`src/rtl/fifo_wr_arb.sv`:
```
// rtl/fifo_wr_arb.sv - round-robin two-requester write arbiter in front of a shared FIFO
// Optional transfer/cap statistics outputs are enabled by defining FIFO_ARB_STATS_EN.
module fifo_wr_arb #(
   parameter int W    = 8,
   parameter int LOGB = 4
) (
   input  logic         clk,
   input  logic         i_reset,
   input  logic         i_a_valid,
   input  logic [W-1:0] i_a_data,
   input  logic         i_a_last,
   output logic         o_a_ready,
   input  logic         i_b_valid,
   input  logic [W-1:0] i_b_data,
   input  logic         i_b_last,
   output logic         o_b_ready,
   output logic         o_fifo_wr,
   output logic [W-1:0] o_fifo_data,
   input  logic         i_fifo_full,
   output logic         o_owner,
   output logic         o_busy
`ifdef FIFO_ARB_STATS_EN
   ,
   output logic [15:0]  o_a_count,
   output logic [15:0]  o_b_count,
   output logic [7:0]   o_cap_count
`endif
);

   localparam logic [1:0] IDLE  = 2'd0;
   localparam logic [1:0] GNT_A = 2'd1;
   localparam logic [1:0] GNT_B = 2'd2;
   localparam logic [LOGB:0] CAP = {1'b1, {LOGB{1'b0}}};

   logic [1:0]    state_q, state_d;
   logic          prio_q, prio_d;
   logic [LOGB:0] cnt_q, cnt_d;
   logic          owner_q, owner_d;

   logic          xfer_a, xfer_b, xfer, cur_last, cap_hit, rel_x;
   logic [LOGB:0] cnt_inc;

   // Readies are also gated by reset so a mid-packet reset cannot sneak out a write.
   assign o_a_ready   = (state_q == GNT_A) && !i_fifo_full && !i_reset;
   assign o_b_ready   = (state_q == GNT_B) && !i_fifo_full && !i_reset;
   assign xfer_a      = o_a_ready && i_a_valid;
   assign xfer_b      = o_b_ready && i_b_valid;
   assign xfer        = xfer_a || xfer_b;
   assign o_fifo_wr   = xfer;
   assign o_fifo_data = owner_q ? i_b_data : i_a_data;
   assign cur_last    = owner_q ? i_b_last : i_a_last;
   assign cnt_inc     = cnt_q + 1'b1;
   assign cap_hit     = (cnt_inc == CAP);
   assign rel_x       = xfer && (cur_last || cap_hit);
   assign o_owner     = owner_q;
   assign o_busy      = (state_q != IDLE);

   always_comb begin
      state_d = state_q;
      prio_d  = prio_q;
      cnt_d   = cnt_q;
      owner_d = owner_q;
      case (state_q)
         IDLE: begin
            if (i_a_valid && (!i_b_valid || !prio_q)) begin
               state_d = GNT_A;
               owner_d = 1'b0;
            end else if (i_b_valid) begin
               state_d = GNT_B;
               owner_d = 1'b1;
            end
         end
         GNT_A, GNT_B: begin
            if (rel_x) begin
               state_d = IDLE;
               cnt_d   = '0;
               prio_d  = !owner_q;
            end else if (xfer) begin
               cnt_d = cnt_inc;
            end
         end
         default: state_d = IDLE;
      endcase
   end

   always_ff @(posedge clk) begin
      if (i_reset) begin
         state_q <= IDLE;
         prio_q  <= 1'b0;
         cnt_q   <= '0;
         owner_q <= 1'b0;
      end else begin
         state_q <= state_d;
         prio_q  <= prio_d;
         cnt_q   <= cnt_d;
         owner_q <= owner_d;
      end
   end

`ifdef FIFO_ARB_STATS_EN
   logic [15:0] a_cnt_q, b_cnt_q;
   logic [7:0]  cap_cnt_q;

   always_ff @(posedge clk) begin
      if (i_reset) begin
         a_cnt_q   <= '0;
         b_cnt_q   <= '0;
         cap_cnt_q <= '0;
      end else begin
         if (xfer_a) a_cnt_q <= a_cnt_q + 16'd1;
         if (xfer_b) b_cnt_q <= b_cnt_q + 16'd1;
         if (rel_x && !cur_last && cap_cnt_q != 8'hFF) cap_cnt_q <= cap_cnt_q + 8'd1;
      end
   end

   assign o_a_count   = a_cnt_q;
   assign o_b_count   = b_cnt_q;
   assign o_cap_count = cap_cnt_q;
`endif

endmodule

```
`config.mk`:
```
export PLATFORM = sky130hd
export DESIGN_NAME = fifo_wr_arb
export DESIGN_NICKNAME = d
export VERILOG_FILES = /design/src/rtl/fifo_wr_arb.sv
export SDC_FILE = /design/constraint.sdc
export NUM_CORES = 1
export LEC_CHECK = 0
export BUFFER_PORTS_ARGS = -buffer_cell sky130_fd_sc_hd__buf_4
export CAP_MARGIN = 15
export CORE_MARGIN = 5
export CORE_UTILIZATION = 46
export DETAILED_ROUTE_END_ITERATION = 8
export HOLD_SLACK_MARGIN = 0.03
export PLACE_DENSITY_LB_ADDON = 0.1
export SYNTH_ARGS = -nofsm -noshare
export SYNTH_HDL_FRONTEND = slang
export SYNTH_SLANG_ARGS = --single-unit
```
`constraint.sdc`:
```
create_clock -name clk -period 3.5 [get_ports clk]
set_input_delay 0 -clock clk [delete_from_list [all_inputs] [get_ports clk]]
set_output_delay 0 -clock clk [all_outputs]
set_load 0.02 [all_outputs]
```
# After elaboration in Yosys (flattened, before gate mapping)
# Cells that the tools add are included.
# totals
latch_bits,0
rom_bits,0
n_memories,0
register_bits,9
elab_cells,45
input_bits,23
ram_bits,0
# op_classes
order_cmp,0
n_shift,0
mul,0
n_bitwise,0
n_eq_ne,5
div,0
n_addsub,1
n_reduce_logical,25
mux,10
# ops
operator,n
5-bit 2-to-1 mux,2
1-bit logical AND,8
8-bit 2-to-1 mux,1
2-bit AND reduction,4
2-bit 2-to-1 mux,3
2-bit nonzero test,3
5-bit by 1-bit adder with 5-bit output (second input constant),1
5-bit == test (second input constant),1
1-bit zero test,5
2-bit one-hot mux with 2 select lines,1
1-bit logical OR,3
1-bit 2-to-1 mux,3
3-bit inequality test (second input constant),1
2-bit by 1-bit == test with 1-bit output (second input constant),1
2-bit == test (second input constant),1
2-bit zero test,1
2-bit inequality test (second input constant),1
2-bit OR reduction,1

# Depth between registers and ports, before layout
# Gate-level depths: netlist of the first run.
# logic_depth
word_depth,8
ltp_mapped,7
ltp_nobuf,7

# Worst setup path after synthesis of the first run
# No wires, ideal clock.
# synth_timing
path_type,reg-to-reg
startpoint,register state_q[0]
endpoint,register state_q[1]
path_buffers,0
period_less_slack_ps,1515
required_ps,3429
t_arrival_ps,1444
setup_ps,71
stages_incl_launch_ff,8
path_slack_ps,1985
path_cell_list,dfxtp_1 > inv_1 > ha_1 > a22oi_1 > nor3_2 > a31oi_1 > nand4b_1 > a21oi_1
# synth_between
elab_chain_len,8
# synth_rtl
element,line,rtl
start: declaration,35,"logic [1:0] state_q, state_d;"
start signal: assignment,93,state_q <= state_d;
2-bit by 1-bit == test with 1-bit output / 2-bit == test (equally long branches),"44, 45",
1-bit logical AND (on tied branches) (2 in a row),"44, 45",
1-bit logical AND (on tied branches),"46, 47",
1-bit logical OR *,48,assign xfer = xfer_a || xfer_b;
net o_fifo_wr,17,"output logic o_fifo_wr,"
1-bit logical AND *,54,assign rel_x = xfer && (cur_last || cap_hit);
2-bit inequality test (no line) *,--,
2-bit AND reduction (no line) *,--,
# Mark *: on every way through the listed nets, which the timed path passes. The rest lies on a longest branch.
# A chain may end at the register's enable or synchronous reset.

# Worst setup path after layout of the first run
# layout_timing
startpoint,register owner_q (netlist: o_owner)
endpoint,register state_q[0]
# layout_between
elab_chain_len,5
# layout_rtl
element,line,rtl
start: declaration,38,"logic owner_q, owner_d;"
start signal: assignment,96,owner_q <= owner_d;
1-bit 2-to-1 mux,51,assign cur_last = owner_q ? i_b_last : i_a_last;
1-bit logical OR,54,
1-bit logical AND,54,
2-bit inequality test (no line),--,
2-bit AND reduction (no line),--,
# Every way passes these cells.

==> impl_metrics.toml, run 1 <==
[place]
port-buffer-count = 35
post-dp-hpwl_um = 1570
routabilityCongestion = 0.827
detailedPlace.worstSlack_ns = 1.69

[layout]
final_cell_mix = "35 x buf_4, 12 x a21oi_1, 9 x mux2_2, 9 x dfxtp_1, 7 x nand2_1"
fillers = 117
layout_commonest_cell = "buf_4"
final_net_count = 150
drive_gt1_frac = 0.426
antenna_cells = 0
relative_area_change_from_synthesis_to_final_layout_pct = 45.6

[global_routing]
groute.layer.met3.usage = 0.0581
grt_max_degree = 14
grt_first_pass_wirelength_um = 3260
grt_util_all_layers = 0.168
grt_util_met1 = 0.202
number_of_global_route_vias_before_repair = 723
globalRoute.busiestLayer = "met2"
antenna_found_initial = 0
grt.overflow.total = 0
global_route.usage.met2 = 0.276

[power_and_ir_drop]
peakVddDrop_mv = 0.191
total_leakage_power_nw = 0.428
finalPower_mw = 0.315
power_density_nw_per_um2 = 318

[worst_setup_path]
critPathKind = "flip-flop to flip-flop"
critPathCaptureType = "flip-flop"
worstPathRequired_ns = 3.70
worst-path-buf-inv = 0
crit_path_cells = "mux2i_1 > o211ai_1 > a31oi_1 > o21ai_0 > a21oi_1"
critical_path.slowest_cell = "dfxtp_1"
critPathLaunchType = "flip-flop"
crit_fanout = 13
critPathMaxStageDelay_ns = 0.65
cp_data_arrival_time_ns = 2.01
worst_path_dominant_cell_family = "compound AO/OA/AOI/OAI gates"

[synth]
synthCells = 84
syn_nets = 111
synth-async-reset-ratio = 0
post_synth_top_flop = "dfxtp_1"
synth_edf_count = 0
synth_area_um2 = 681
synthesis.yosys.warnings = 0
post_synth_num_cell_types = 26
avgSynthCellArea_um2 = 8.10
post_synthesis_register_bit_count = 9
seq_area_frac_synth = 0.265

[sta]
report.final.setup_viol = 0
report.final.hold_viol_count = 0
fmaxAchievable_mhz = 553
fin_crit_sh = 0.517
final_slew_viol_count = 0
final_layout_setup_total_negative_slack_ns = 0
max_slew.worst_pin.slew_ns = 0.519
minimum_period_implied_by_the_final_worst_setup_slack_ns = 1.81
slew_headroom = 0.653
fin_ws_ns = 1.69
worst_clock_skew_ns = 0.00228
grt_setup_unrepaired = "no"

[die]
design.portCount = 36
dieWidth_um = 48.5
floorplan.rows = 13
coreArea_um2 = 1350
initial_core_utilization = 0.504
fp.dieArea_um2 = 2350
fp.dieH_um = 48.5

[clocking]
clock_sink_count = 9
cts_root_buf = "clkbuf_4"
path_clk_slew_ns = 0.06
ctsLongestPathBuffers = 2
post-cts-setup-buffers = 0
numCtsBuffers = 3
cts.htree.levels = 1
tritoncts = "done"
clock_latency_ns = 0.27

[route]
first_iter_violations = 2
average_detailed_routed_wire_length_per_instance_um = 14.2
totalWireLength_um = 1950
detailroute.via_count = 745
drtPass1Iterations = 2
postRouteAntennaNets = 0
drc_errors = 0
avg_vias_per_cell = 5.44

[flow_run]
cap_viol_max_count = 0

[worst_hold_path]
hold_path_class = "input port to flip-flop"

[status]
run_status = "completed"
where the power goes:
| part | switching, mW | internal, mW |
|---|---|---|
| clock | 0.0379 | 0.0440 |
| sequential | 0.00756 | 0.107 |
| combinational | 0.0589 | 0.0604 |
worst reg2reg max path, stage by stage (launching register included):
cell and delay, ns:
dfxtp_1 0.65, mux2i_1 0.39, o211ai_1 0.14, a31oi_1 0.29, o21ai_0 0.13, a21oi_1 0.15
metrics by stage:
stage	hold WS, ns	std cells	area, um2	util
after floorplan	0.0547	84	681	-
after global placement	0.278	132	955	0.707
after detailed placement	0.279	132	955	0.707
after CTS	0.0642	137	991	0.734
after global routing	0.0865	137	991	0.734
final	0.0754	137	991	0.734
sequential cells by signal (all words and copies together), names as in the netlist:
signal / count
prio_q: 1
state_q: 2
cnt_q: 5
o_owner: 1
final cells by class:
class,count,area (um2),area share
Multi-Input combinational cell,69,478,0.482
Timing Repair Buffer,36,273,0.275
Sequential cell,9,180,0.182
Clock buffer,4,26.3,0.0265
Tap cell,15,18.8,0.0189
Inverter,4,15.0,0.0152
cell usage after synthesis (2+ instances only):
library cell,number,share of area
a31oi_1,2,0.018
mux2_2,9,0.15
nand3_1,5,0.037
nand2_1,7,0.039
ha_1,4,0.074
and2_1,2,0.018
o21ai_0,5,0.037
inv_1,4,0.022
dfxtp_1,9,0.26
nand2b_1,3,0.028
nand4b_1,3,0.039
a21oi_1,12,0.088
nor3_1,2,0.015
nor2_1,5,0.028
worst paths after layout:
path / end / slack [ns] / start / cells after the start
min: o_owner / 0.08 / i_b_valid / 3
max reg2reg: state_q[0] / 1.69 / o_owner / 5
max: state_q[0] / 1.69 / o_owner / 5
min reg2reg: cnt_q[1] / 0.50 / cnt_q[1] / 2
cells by family after synthesis:
family | count (synthesis) | synth area share
buffers and inverters | 6 | 0.0331
adders and majority gates | 4 | 0.0735
DFF | 9 | 0.265
muxes | 10 | 0.164
and+or+nand+nor | 32 | 0.268
AOI/OAI and AO/OA | 23 | 0.197
per-layer routing:
layer | up-vias | part of all wire
li1 | 381 | -
met1 | 335 | 0.45
met2 | 27 | 0.46
met3 | 2 | 0.074
met4 | 0 | 0.013
met5 | - | 0
repair_timing:
item | in CTS | in global routing
endpoints found under the hold margin | 9 | 0
hold buffers | 1 | 0
gates resized for setup | 0 | 0
No activity file was read; power rests on OpenSTA's default activity.
==> run 2: changes to the inputs <==
--- a/config.mk
+++ b/config.mk
@@ -8,7 +8,7 @@
 export BUFFER_PORTS_ARGS = -buffer_cell sky130_fd_sc_hd__buf_4
 export CAP_MARGIN = 15
 export CORE_MARGIN = 5
-export CORE_UTILIZATION = 46
+export CORE_UTILIZATION = 39
 export DETAILED_ROUTE_END_ITERATION = 8
 export HOLD_SLACK_MARGIN = 0.03
 export PLACE_DENSITY_LB_ADDON = 0.1
==> constraint.sdc (replaced) <==
create_clock -name clk -period 1.5 [get_ports clk]
set_input_delay 0 -clock clk [delete_from_list [all_inputs] [get_ports clk]]
set_output_delay 0 -clock clk [all_outputs]
set_load 0.02 [all_outputs]
==> run 2 against run 1 <==
Sequential share of layout area fell by 1.3 points. Sequential power increased by 130%. Via count up 7.7%. Combinational power increased to 2.8 times the previous value. Final cell count rose by 5.8%. First-iteration DRC count rose to 12 times the previous value. Hold slack got worse by 0.0035 ns. Non-clock buffer count is 6 higher. Critical path depth rose by 3. Power increased to 2.5 times the previous value. Flip-flop and latch count unchanged.
==> impl_metrics.toml, run 2 (synthesis results as in run 1) <==
[status]
run_status = "completed"

[worst_setup_path]
worstPathRequired_ns = 1.65
critPathLaunchType = "flip-flop"
critPathCaptureType = "flip-flop"
crit_fanout = 5
crit_path_cells = "inv_4 > ha_4 > a22oi_2 > nand3b_1 > buf_6 > nor2_1 > nand2_1 > a21oi_2"
critPathKind = "flip-flop to flip-flop"
critical_path.slowest_cell = "dfxtp_4"
cp_data_arrival_time_ns = 1.64
critPathMaxStageDelay_ns = 0.38

[clocking]
clock_sink_count = 9
clock_latency_ns = 0.27
cts.htree.levels = 1
tritoncts = "done"
path_clk_slew_ns = 0.07
cts_root_buf = "clkbuf_4"
numCtsBuffers = 3
ctsLongestPathBuffers = 2

[die]
fp.dieH_um = 51.8
dieWidth_um = 51.8
coreArea_um2 = 1690
design.portCount = 36
initial_core_utilization = 0.403
floorplan.rows = 15
fp.dieArea_um2 = 2680

[place]
routabilityCongestion = 0.796
place.detailed.instances = 138
postPlaceCellArea_um2 = 998
post-dp-hpwl_um = 1580
port-buffer-count = 35

[sta]
worst_clock_skew_ns = 0.00846
final_layout_setup_total_negative_slack_ns = 0
report.final.setup_viol = 0
max_slew.worst_pin.slew_ns = 0.330
fin_crit_sh = 0.990
final_slew_viol_count = 0
grt_setup_unrepaired = "yes"
report.final.hold_viol_count = 0
slew_headroom = 0.779
fmaxAchievable_mhz = 674
minimum_period_implied_by_the_final_worst_setup_slack_ns = 1.48

[layout]
final_cell_mix = "40 x buf_4, 10 x a21oi_1, 9 x mux2_2"
relative_area_change_from_synthesis_to_final_layout_pct = 64.3
final_net_count = 156
drive_gt1_frac = 0.555
seq_area_um2 = 189
multi_input_comb_area_um2 = 543
layout_commonest_cell = "buf_4"
regMostFlops = "cnt_q"
final_cells = 145
fillers = 150
antenna_cells = 0
final_instance_area_um2 = 1120
max_reg_flops = 5
reg_top3 = "cnt_q (5), state_q (2)"

[global_routing]
antenna_found_initial = 0
grt_util_all_layers = 0.166
grt_max_degree = 13
grt.overflow.total = 0
number_of_global_route_vias_before_repair = 769
grt_first_pass_wirelength_um = 3330

[route]
totalWireLength_um = 2090
drtPass1Iterations = 4
drc_errors = 0
postRouteAntennaNets = 0
detailroute.via_count = 802
average_detailed_routed_wire_length_per_instance_um = 14.4
first_iter_violations = 23
avg_vias_per_cell = 5.53

[power_and_ir_drop]
peakVddDrop_mv = 0.404
total_leakage_power_nw = 0.463
finalPower_mw = 0.797
power_density_nw_per_um2 = 712

[worst_hold_path]
hold_path_class = "input port to flip-flop"

[flow_run]
cap_viol_max_count = 0
==> run 2: cell types whose count changed in the layout (fill, tap and decap cells not counted), sizes merged <==
cell / previous run / this run
buf: 35 / 41
==> run 2: worst paths after layout <==
kind	startpoint	end	slack, ns	cells after the start
setup reg to reg	state_q[0]	cnt_q[0]	0.02	8
hold reg to reg	prio_q	prio_q	0.50	2
setup / recovery	state_q[0]	cnt_q[0]	0.02	8
hold / removal	i_b_valid	state_q[1]	0.07	3
==> run 2: what timing repair did <==
item | 4_1_cts | 5_1_grt
pin swaps | 3 | 7
gates resized for setup | 4 | 15
hold buffers | 1 | 0
hold endpoints to repair | 8 | 0
buffers inserted | 2 | 0
setup endpoints to repair | 5 | 8
==> run 2: per-stage QoR <==
step	hold slack [ns]	setup WS, ns	util
2_1_floorplan	0.0339	0.0169	-
3_3_place_gp	0.289	-0.0405	0.591
3_5_place_dp	0.292	-0.0861	0.591
4_1_cts	0.0697	0.00437	0.633
5_1_grt	0.0969	-0.0573	0.662
6_report	0.0720	0.0154	0.662
==> run 2: area by class of cell <==
cell class | instances | share of cell area
multi-input combinational | 69 | 0.485
timing repair buffer | 42 | 0.287
sequential | 9 | 0.169
clock buffer | 4 | 0.0235
tap | 17 | 0.0190
inverter | 4 | 0.0157
==> run 2: metal layers <==
metal  wire [um]  vias up  global-route usage  share of wire
li1            -      395                   -              -
met1         863      374               0.192           0.41
met2        1040       31               0.290           0.50
met3         176        2              0.0602          0.084
met4          12        0              0.0393         0.0057
met5           0        -                   0              0
==> run 2: report_power, final <==
part           leakage (nW)  internal [mW]  total, mW  switching [mW]
Sequential           0.0747          0.251      0.265          0.0139
Combinational         0.374          0.168      0.336           0.169
Clock                0.0150          0.103      0.196          0.0932
==> run 2: worst max-delay path: cells and delay by family, from the launching register on <==
kind                       cells  cell delay, ns
adders and majority gates      1            0.15
AOI/OAI and AO/OA              2            0.32
DFF                            1            0.38
and+or+nand+nor                3            0.34
buffers and inverters          2            0.18
